--- config.mk ---
export PLATFORM = sky130hd
export DESIGN_NAME = multicycle_control_flat
export DESIGN_NICKNAME = d
export VERILOG_FILES = /design/src/rtl/multicycle_control_if.sv /design/src/rtl/multicycle_control.sv /design/src/flat_wrapper.sv
export SDC_FILE = /design/constraint.sdc
export NUM_CORES = 1
export LEC_CHECK = 0
export CORE_UTILIZATION = 43
export DETAILED_ROUTE_END_ITERATION = 7
export PLACE_DENSITY_LB_ADDON = 0.05
export SYNTH_ARGS = -nofsm -noshare
export SYNTH_HDL_FRONTEND = slang
export SYNTH_SLANG_ARGS = --single-unit
export TNS_END_PERCENT = 30
--- constraint.sdc ---
create_clock -name i_clk -period 2.1 [get_ports i_clk]
set_input_delay 0.315 -clock i_clk [delete_from_list [all_inputs] [get_ports i_clk]]
set_output_delay 0.315 -clock i_clk [all_outputs]
set_load 0.005 [all_outputs]
--- src/rtl/multicycle_control_if.sv ---
// Control-unit bus: instruction fields and ALU flag in, datapath selects and enables out.
// The controller uses the master view; the datapath side (or a testbench) uses the slave view.
interface multicycle_control_if;
  logic [6:0] op;
  logic [2:0] funct3;
  logic       funct7b5;
  logic       Zero;
  logic       PCWrite;
  logic       AdrSrc;
  logic       MemWrite;
  logic       IRWrite;
  logic [1:0] ResultSrc;
  logic [1:0] ALUSrcA;
  logic [1:0] ALUSrcB;
  logic       RegWrite;
  logic [1:0] ImmSrc;
  logic [2:0] ALUControl;
  logic       illegal;
  logic [3:0] state_dbg;

  modport master (
    input  op, funct3, funct7b5, Zero,
    output PCWrite, AdrSrc, MemWrite, IRWrite, ResultSrc, ALUSrcA, ALUSrcB,
           RegWrite, ImmSrc, ALUControl, illegal, state_dbg
  );

  modport slave (
    output op, funct3, funct7b5, Zero,
    input  PCWrite, AdrSrc, MemWrite, IRWrite, ResultSrc, ALUSrcA, ALUSrcB,
           RegWrite, ImmSrc, ALUControl, illegal, state_dbg
  );
endinterface

--- src/rtl/multicycle_control.sv ---
// Multicycle RV32 control unit: Moore main FSM with registered per-state controls,
// plus combinational ALU and immediate-source decoders.
module multicycle_control #(
  parameter bit ILLEGAL_TRAP = 1'b0
) (
  input  logic                 i_clk,
  input  logic                 i_reset,
  multicycle_control_if.master io_bus
);

  typedef enum logic [3:0] {
    StFetch    = 4'd0,
    StDecode   = 4'd1,
    StMemAdr   = 4'd2,
    StMemRead  = 4'd3,
    StMemWb    = 4'd4,
    StMemWrite = 4'd5,
    StExecR    = 4'd6,
    StAluWb    = 4'd7,
    StExecI    = 4'd8,
    StJal      = 4'd9,
    StBeq      = 4'd10,
    StHalt     = 4'd11
  } state_e;

  typedef struct packed {
    logic       adr_src;
    logic       mem_write;
    logic       ir_write;
    logic [1:0] result_src;
    logic [1:0] alu_src_a;
    logic [1:0] alu_src_b;
    logic       reg_write;
    logic [1:0] alu_op;
    logic       branch;
    logic       pc_update;
    logic       halt;
  } ctl_t;

  localparam logic [6:0] OpLw  = 7'b0000011;
  localparam logic [6:0] OpSw  = 7'b0100011;
  localparam logic [6:0] OpR   = 7'b0110011;
  localparam logic [6:0] OpI   = 7'b0010011;
  localparam logic [6:0] OpBeq = 7'b1100011;
  localparam logic [6:0] OpJal = 7'b1101111;

  // Controls are registered alongside the state, so they are decoded from the next state.
  function automatic ctl_t ctl_of(state_e s);
    ctl_t c;
    c = '0;
    case (s)
      StFetch: begin
        c.ir_write   = 1'b1;
        c.alu_src_b  = 2'b10;
        c.result_src = 2'b10;
        c.pc_update  = 1'b1;
      end
      StDecode: begin
        c.alu_src_a = 2'b01;
        c.alu_src_b = 2'b01;
      end
      StMemAdr: begin
        c.alu_src_a = 2'b10;
        c.alu_src_b = 2'b01;
      end
      StMemRead:  c.adr_src = 1'b1;
      StMemWb: begin
        c.result_src = 2'b01;
        c.reg_write  = 1'b1;
      end
      StMemWrite: begin
        c.adr_src   = 1'b1;
        c.mem_write = 1'b1;
      end
      StExecR: begin
        c.alu_src_a = 2'b10;
        c.alu_op    = 2'b10;
      end
      StAluWb:    c.reg_write = 1'b1;
      StExecI: begin
        c.alu_src_a = 2'b10;
        c.alu_src_b = 2'b01;
        c.alu_op    = 2'b10;
      end
      StJal: begin
        c.alu_src_a = 2'b01;
        c.alu_src_b = 2'b10;
        c.pc_update = 1'b1;
      end
      StBeq: begin
        c.alu_src_a = 2'b10;
        c.alu_op    = 2'b01;
        c.branch    = 1'b1;
      end
      StHalt:     c.halt = 1'b1;
      default:    c = '0;
    endcase
    return c;
  endfunction

  state_e r_state;
  ctl_t   r_ctl;
  state_e w_next;
  logic   w_op_known;

  always_comb begin
    w_op_known = 1'b0;
    case (io_bus.op)
      OpLw, OpSw, OpR, OpI, OpBeq, OpJal: w_op_known = 1'b1;
      default:                            w_op_known = 1'b0;
    endcase
  end

  always_comb begin
    w_next = StFetch;
    case (r_state)
      StFetch:  w_next = StDecode;
      StDecode: begin
        case (io_bus.op)
          OpLw, OpSw: w_next = StMemAdr;
          OpR:        w_next = StExecR;
          OpI:        w_next = StExecI;
          OpBeq:      w_next = StBeq;
          OpJal:      w_next = StJal;
          default:    w_next = ILLEGAL_TRAP ? StHalt : StFetch;
        endcase
      end
      StMemAdr:   w_next = (io_bus.op == OpLw) ? StMemRead : StMemWrite;
      StMemRead:  w_next = StMemWb;
      StExecR:    w_next = StAluWb;
      StExecI:    w_next = StAluWb;
      StJal:      w_next = StAluWb;
      StHalt:     w_next = StHalt;
      default:    w_next = StFetch;
    endcase
  end

  always_ff @(posedge i_clk) begin
    if (i_reset) begin
      r_state <= StFetch;
      r_ctl   <= ctl_of(StFetch);
    end else begin
      r_state <= w_next;
      r_ctl   <= ctl_of(w_next);
    end
  end

  logic [2:0] w_alu_control;
  logic [1:0] w_imm_src;

  always_comb begin
    w_alu_control = 3'b000;
    case (r_ctl.alu_op)
      2'b01: w_alu_control = 3'b001;
      2'b10: begin
        case (io_bus.funct3)
          3'b000:  w_alu_control = (io_bus.op[5] & io_bus.funct7b5) ? 3'b001 : 3'b000;
          3'b010:  w_alu_control = 3'b101;
          3'b110:  w_alu_control = 3'b011;
          3'b111:  w_alu_control = 3'b111;
          default: w_alu_control = 3'b000;
        endcase
      end
      default: w_alu_control = 3'b000;
    endcase
  end

  always_comb begin
    w_imm_src = 2'b00;
    case (io_bus.op)
      OpSw:    w_imm_src = 2'b01;
      OpBeq:   w_imm_src = 2'b10;
      OpJal:   w_imm_src = 2'b11;
      default: w_imm_src = 2'b00;
    endcase
  end

  // Enables are masked during reset so a mid-instruction reset cannot commit a write.
  assign io_bus.PCWrite    = ~i_reset & ((r_ctl.branch & io_bus.Zero) | r_ctl.pc_update);
  assign io_bus.MemWrite   = ~i_reset & r_ctl.mem_write;
  assign io_bus.IRWrite    = ~i_reset & r_ctl.ir_write;
  assign io_bus.RegWrite   = ~i_reset & r_ctl.reg_write;
  assign io_bus.illegal    = ~i_reset & (r_ctl.halt | ((r_state == StDecode) & ~w_op_known));
  assign io_bus.AdrSrc     = r_ctl.adr_src;
  assign io_bus.ResultSrc  = r_ctl.result_src;
  assign io_bus.ALUSrcA    = r_ctl.alu_src_a;
  assign io_bus.ALUSrcB    = r_ctl.alu_src_b;
  assign io_bus.ALUControl = w_alu_control;
  assign io_bus.ImmSrc     = w_imm_src;
  assign io_bus.state_dbg  = r_state;

endmodule
--- src/flat_wrapper.sv ---
// flat-port wrapper written by rule: the top's interface ports become plain ports
module multicycle_control_flat 
#(
  parameter bit ILLEGAL_TRAP = 1'b0
)
  (i_clk, i_reset, io_bus_op, io_bus_funct3, io_bus_funct7b5, io_bus_Zero, io_bus_PCWrite, io_bus_AdrSrc, io_bus_MemWrite, io_bus_IRWrite, io_bus_ResultSrc, io_bus_ALUSrcA, io_bus_ALUSrcB, io_bus_RegWrite, io_bus_ImmSrc, io_bus_ALUControl, io_bus_illegal, io_bus_state_dbg);
  multicycle_control_if io_bus_i ();
  input  logic i_clk;
  input  logic i_reset;
  input wire logic [$bits(io_bus_i.op)-1:0] io_bus_op;
  input wire logic [$bits(io_bus_i.funct3)-1:0] io_bus_funct3;
  input wire logic [$bits(io_bus_i.funct7b5)-1:0] io_bus_funct7b5;
  input wire logic [$bits(io_bus_i.Zero)-1:0] io_bus_Zero;
  output wire logic [$bits(io_bus_i.PCWrite)-1:0] io_bus_PCWrite;
  output wire logic [$bits(io_bus_i.AdrSrc)-1:0] io_bus_AdrSrc;
  output wire logic [$bits(io_bus_i.MemWrite)-1:0] io_bus_MemWrite;
  output wire logic [$bits(io_bus_i.IRWrite)-1:0] io_bus_IRWrite;
  output wire logic [$bits(io_bus_i.ResultSrc)-1:0] io_bus_ResultSrc;
  output wire logic [$bits(io_bus_i.ALUSrcA)-1:0] io_bus_ALUSrcA;
  output wire logic [$bits(io_bus_i.ALUSrcB)-1:0] io_bus_ALUSrcB;
  output wire logic [$bits(io_bus_i.RegWrite)-1:0] io_bus_RegWrite;
  output wire logic [$bits(io_bus_i.ImmSrc)-1:0] io_bus_ImmSrc;
  output wire logic [$bits(io_bus_i.ALUControl)-1:0] io_bus_ALUControl;
  output wire logic [$bits(io_bus_i.illegal)-1:0] io_bus_illegal;
  output wire logic [$bits(io_bus_i.state_dbg)-1:0] io_bus_state_dbg;
  assign io_bus_i.op = io_bus_op;
  assign io_bus_i.funct3 = io_bus_funct3;
  assign io_bus_i.funct7b5 = io_bus_funct7b5;
  assign io_bus_i.Zero = io_bus_Zero;
  assign io_bus_PCWrite = io_bus_i.PCWrite;
  assign io_bus_AdrSrc = io_bus_i.AdrSrc;
  assign io_bus_MemWrite = io_bus_i.MemWrite;
  assign io_bus_IRWrite = io_bus_i.IRWrite;
  assign io_bus_ResultSrc = io_bus_i.ResultSrc;
  assign io_bus_ALUSrcA = io_bus_i.ALUSrcA;
  assign io_bus_ALUSrcB = io_bus_i.ALUSrcB;
  assign io_bus_RegWrite = io_bus_i.RegWrite;
  assign io_bus_ImmSrc = io_bus_i.ImmSrc;
  assign io_bus_ALUControl = io_bus_i.ALUControl;
  assign io_bus_illegal = io_bus_i.illegal;
  assign io_bus_state_dbg = io_bus_i.state_dbg;
  multicycle_control #(.ILLEGAL_TRAP(ILLEGAL_TRAP)) u_core (.i_clk(i_clk), .i_reset(i_reset), .io_bus(io_bus_i));
endmodule
# Word level (Yosys, flattened, before mapping)
# Cells that the tools add are included.
# totals
out_inout_bits,21
inputBits,14
word_cells,85
reg_bits,19
# classes
reduce_logical,13
bitwise,12
mux,19
n_eq_ne,29
# op_table
cell,count
"== test 4 bit, second input constant",7
one-hot mux 4 bit (6 select lines),1
"== test 4 x 3 -> 1 bit, second input constant",5
one-hot mux 4 bit (5 select lines),1
"== test 4 x 2 -> 1 bit, second input constant",4
one-hot mux 2 bit (2 select lines),4
"== test 7 x 6 -> 1 bit, second input constant",2
"== test 7 bit, second input constant",2
one-hot mux 3 bit (4 select lines),1
OR reduction 2 bit,6
two-way mux 1 bit,9
bitwise AND 1 bit,8
"== test 4 x 1 -> 1 bit, second input constant",2
zero test 4 bit,2
"== test 7 x 2 -> 1 bit, second input constant",1
"== test 7 x 5 -> 1 bit, second input constant",1
"== test 3 bit, second input constant",2
one-hot mux 2 bit (3 select lines),1
one-hot mux 3 bit (2 select lines),1
OR reduction 3 bit,2
OR reduction 6 bit,1
OR reduction 4 bit,1
"== test 3 x 2 -> 1 bit, second input constant",1
zero test 3 bit,1
5 further kinds,7

# Longest topological paths before layout
# depth
depth_word,7
depth_mapped,6
depth_no_buf,5

# Least setup slack after synthesis
# OpenSTA, ideal clock, no wires.
# synth_timing
path_type,flip-flop to flip-flop
from,reg u_core.r_state[3] (netlist: u_core.io_bus.state_dbg[3])
to,"reg u_core.r_ctl, in the netlist u_core.io_bus.ALUSrcB[0]"
arrival_time_ns,1.758
synth_period_minus_slack_ns,1.847
required_time_ns,2.012
setup_ns,0.088
path_stages_with_launch,7
setup_slack_ns,0.253
cell_sequence,dfxtp_1 or4b_1 buf_2 or3_1 buf_2 o21a_1 o32ai_2
# synth_via
elab_chain_cells,6
# synth_lines
item,line_no,source
from (decl),multicycle_control.sv:101,state_e r_state;
from (signal assigned),multicycle_control.sv:140,r_state <= StFetch;
from (signal assigned),multicycle_control.sv:143,r_state <= w_next;
== test 4 x 3 -> 1 bit or == test 4 bit (tied branches),multicycle_control.sv:116,case (r_state)
OR reduction 3 bit (no line),--,
one-hot mux 4 bit (6 select lines) *,multicycle_control.sv:116,
"== test 4 x 1 -> 1 bit, or another cell as far along",multicycle_control.sv:51,case (s)
OR reduction 3 bit (no line) or OR reduction 2 bit (tied branches),--,
one-hot mux 2 bit (2 select lines) *,multicycle_control.sv:51,
to (signal assigned),multicycle_control.sv:141,r_ctl <= ctl_of(StFetch);
to (signal assigned),multicycle_control.sv:144,r_ctl <= ctl_of(w_next);
to (decl),multicycle_control.sv:102,ctl_t r_ctl;
# Every way passes the cells marked *; elsewhere a longest branch is shown, timed or not.
# A chain may end at the register's enable or synchronous reset.

# Worst setup path after layout
# layout_timing
from,in io_bus_op[2]
to,reg u_core.r_ctl[5] (netlist name)
# layout_via
elab_chain_cells,7
# layout_lines
item,line_no,source
from (decl),flat_wrapper.sv:10,input wire logic [$bits(io_bus_i.op)-1:0] io_bus_op;
== test 7 x 6 -> 1 bit or == test 7 x 2 -> 1 bit (tied branches),"multicycle_control.sv:119, multicycle_control.sv:128",
OR reduction 2 bit,multicycle_control.sv:119,case (io_bus.op)
one-hot mux 4 bit (5 select lines),multicycle_control.sv:119,
one-hot mux 4 bit (6 select lines) *,multicycle_control.sv:116,
== test 4 x 3 -> 1 bit,multicycle_control.sv:51,
OR reduction 2 bit (no line) *,--,
two-way mux 1 bit *,multicycle_control.sv:51,
# Marked as above.

==> results by group <==
Critical path
  – CP Max Fanout: 6
  – Largest stage delay, worst path: 0.32 ns
  – Crit end category: flip-flop
  – FF-to-FF path depth: 6
  – Most common cell on crit path: buf_4
  – RR Startpoint: u_core.io_bus.state_dbg[3]
  – Family with the most delay on the worst path: buffers and inverters
  – Buffers & Inverters on Critical Path: 4
  – FF-to-FF setup slack: 0.16 ns
  – Crit-path cells: dlygate4sd2_1 > nand4bb_1 > buf_4 > buf_4 > o32a_1 > o211a_1 > buf_4 > or2_2 > nor2b_1
  – Crit Path Class: primary input to flip-flop
  – Crit path arrival time: about 2.2 ns
  – R2R Path End: u_core.r_ctl[4]
  – Req. time, crit path: between 2 and 2.5 ns
  – CP max stage cell: o32a_1
  – Startpoint types: primary input

Global route
  – Initial antenna violation count: 0
  – First-pass GRT wire length: about 4000 um
  – Pin count of the biggest net entering global routing: 10
  – Vias in the first global route: around 900
  – Total GRT Usage: between 20% and 30%
  – Total grt overflow: 0

Min path
  – Hold Path End: u_core.io_bus.ALUSrcB[1]
  – Worst Hold Depth: 5
  – Hold path start: io_bus_op[4]
  – Hold Path Class: primary input to flip-flop

Detailed routing
  – Initial DRC Count: 22
  – Drt total wl: roughly 2400 um
  – First drt pass iteration count: 5
  – Residual DRC: 0
  – DR vias/cell: ~5.3
  – Post-route ant nets: 0
  – Mean routed wirelength per cell: ~12 um
  – Via count: approximately 1100

Synth
  – Compound-Gate Fraction of Synth Area: a little under a fifth
  – Post-Synth Adder-Cell Area: between 3 and 4%
  – Syn_nets: around 130
  – Sequential area share after synthesis: between 30% and 40%
  – Predominant post-synthesis flop cell: dfxtp_1
  – Synth top area share: between 30% and 40%
  – Syn. warnings: 0
  – Leading post-synthesis cells by cell area: dfxtp_1 34%, buf_4 4.8%, nor2_1 4.8%
  – Simple-gate share of the synthesized area: 32.2%
  – Ys async rst share: 0%
  – Number of flops mapped to enable cells by yosys: 0
  – Seq cells post-synth: 16
  – Area leader, netlist: dfxtp_1
  – Average size of a mapped cell: 8.17 um^2
  – Multiplexer area fraction after synthesis: 0%
  – Synth cell types: 40
  – Largest family of logic cells by synthesized area: simple AND/OR/NAND/NOR gates
  – Mapped Cells: ~120
  – Synth Cell Area: between 900 and 1000 um^2
  – Xor/xnor cell area share of the yosys netlist: under 10%

Floorplan
  – Die width: a little under 50 um
  – Initial Util: about 47%
  – # IOs: 35
  – Die Y: around 50 um
  – Die ar.: approximately 2400 um^2
  – Core Region: roughly 2000 um^2
  – Num rows: 16

Clock tree
  – Root Driver: clkbuf_4
  – H-Tree Level Count: 1
  – Clock sinks: 16
  – TritonCTS Buffers: 3
  – CTS tree: done
  – Later-pin clock latency in the skew report: ~0.28 ns
  – Clock buffer depth: 2
  – Clk slew on worst S/H paths: approximately 0.07 ns

Layout
  – Syn-to-layout area delta: 60.6%
  – Filler cells: 158
  – Final Net Count: 188
  – Final Instance Area: ~1500 um^2
  – Layout cell share with drive strength beyond 1: about a quarter
  – Diode count: 0

Timing
  – Relative slew slack: 70.1%
  – Fmax: around 500 MHz
  – Final Hold Vio Count: 0
  – Slew Viols, Final: 0
  – Hold Slack: 0.622 ns
  – Minimum clock period: between 2 and 2.5 ns
  – Final setup fails: 0
  – Skew final: around 0.0076 ns
  – RSZ-0062 raised after global routing: no
  – Fin Setup TNS: 0 ns
  – Final Cycle Share: a little over nine tenths
  – Measured slew at the worst slew-check pin: 0.443 ns

Place
  – I/O Buffers: 34
  – Placed Instance Area: ~1400 um^2
  – Gpl congestion: between 0.8 and 0.9
  – HPWL after DPL: around 1900 um

Power
  – VDD IR max: 528 uV
  – Lkg Pwr: around 0.69 nW
  – Power density over the cells: between 300 and 400 nW/um^2

Run status
  – Run status: finished, final reports clean

Job
  – Total of max-cap violations: 0
cell usage after synthesis (3+ instances only):
master and number:
buf_4 6, nand4b_1 3, nor2b_1 5, inv_1 9, nor2_1 12, o21ai_0 3, nor3_1 8, nand2b_1 3
nand2_1 3, a21oi_1 5, dfxtp_1 16, or3_1 3, nand3_1 5
flip-flops by register name (all words and copies together), names as in the netlist:
signal,flops
u_core.r_ctl,5
u_core.io_bus.state_dbg,4
u_core.io_bus.ALUSrcA,2
u_core.io_bus.ALUSrcB,2
u_core.io_bus.ResultSrc,2
u_core.io_bus.AdrSrc,1
logic make-up (layout without fill, tap and decap cells):
family / after synthesis / in the layout
AO/OA/AOI/OAI: 23 / 23
flip-flops: 16 / 16
XOR/XNOR: 2 / 2
AND/OR/NAND/NOR: 54 / 54
adder cells (fa/ha/maj): 3 / 3
buffers and inverters: 18 / 72
power by group:
| group | total, mW | leakage [nW] | internal, mW | switching, mW |
|---|---|---|---|---|
| registers | 0.315 | 0.131 | 0.312 | 0.00305 |
| clock network | 0.145 | 0.0138 | 0.0664 | 0.0788 |
| logic | 0.140 | 0.547 | 0.0818 | 0.0583 |
metal layers:
layer  vias up  GRT usage (%)  routed length (um)
li1        530              -                   -
met1       479           25.2                1060
met2        42           36.8                1190
met3         0           5.61                 158
met4         0          0.490                   0
met5         -              0                   0
what timing repair did:
item | in CTS | in global routing
endpoints found under the setup margin | 4 | 6
setup buffers | 1 | 2
gates resized for setup | 8 | 12
hold buffers | 0 | 0
pin swaps | 2 | 5
endpoints found under the hold margin | 0 | 0
layout by cell type, fill, tap and decap left out, types with 2 or more instances in the layout:
| cell type | count |
|---|---|
| xor2_1 | 2 |
| inv_1 | 9 |
| nand4b_1 | 3 |
| nor4_1 | 2 |
| or2_2 | 2 |
| o211ai_1 | 2 |
| or3_1 | 3 |
| dlymetal6s2s_1 | 5 |
| nor2_1 | 12 |
| nor3_1 | 6 |
| dfxtp_1 | 15 |
| o21ai_0 | 3 |
| a31oi_1 | 2 |
| nand2b_1 | 2 |
| a21oi_1 | 5 |
| buf_4 | 26 |
| nor2b_1 | 5 |
| nor3_2 | 2 |
| clkdlybuf4s50_1 | 24 |
| ha_1 | 2 |
| nand3_1 | 4 |
| o211a_1 | 2 |
| clkbuf_4 | 3 |
| nand2_1 | 3 |
| dlygate4sd2_1 | 4 |
final cells by class:
class,count,area (um^2),area share [%]
multi-input combinational,82,572,37.6
timing repair buffer,60,538,35.4
sequential,16,322,21.1
inverter,9,33.8,2.22
tap,27,33.8,2.22
clock buffer,3,22.5,1.48
worst register-to-register path, stage by stage, from the launching register on:
cell and delay [ns]:
dfxtp_1 0.32, or4b_4 0.55, buf_4 0.17, o41ai_2 0.36, nor2_2 0.10, nor3_1 0.20
o211a_1 0.18
metrics by stage:
step / worst slack, ns / total power, mW / utilization (%) / instances
floorplan: 0.253 / 0.381 / - / 116
global placement: -0.270 / 0.457 / 71.0 / 191
detailed placement: -0.281 / 0.459 / 71.0 / 191
CTS: -0.0694 / 0.606 / 72.8 / 195
global route: 0.0378 / 0.641 / 75.2 / 197
finish: 0.0876 / 0.601 / 75.2 / 197
worst max path at each step:
| stage | start | cells past startpoint | endpoint | slack, ns |
|---|---|---|---|---|
| 2_1_floorplan | u_core.io_bus.state_dbg[3] | 6 | u_core.io_bus.ALUSrcB[0] | 0.25 |
| 3_3_place_gp | io_bus_op[2] | 7 | io_bus_illegal | -0.27 |
| 3_5_place_dp | io_bus_op[2] | 7 | io_bus_illegal | -0.28 |
| 4_1_cts | io_bus_op[4] | 5 | io_bus_ImmSrc[1] | -0.07 |
| 5_1_grt | io_bus_op[2] | 9 | u_core.r_ctl[5] | 0.04 |
| 6_report | io_bus_op[2] | 9 | u_core.r_ctl[5] | 0.09 |
Power figures use the tool's default switching activity.
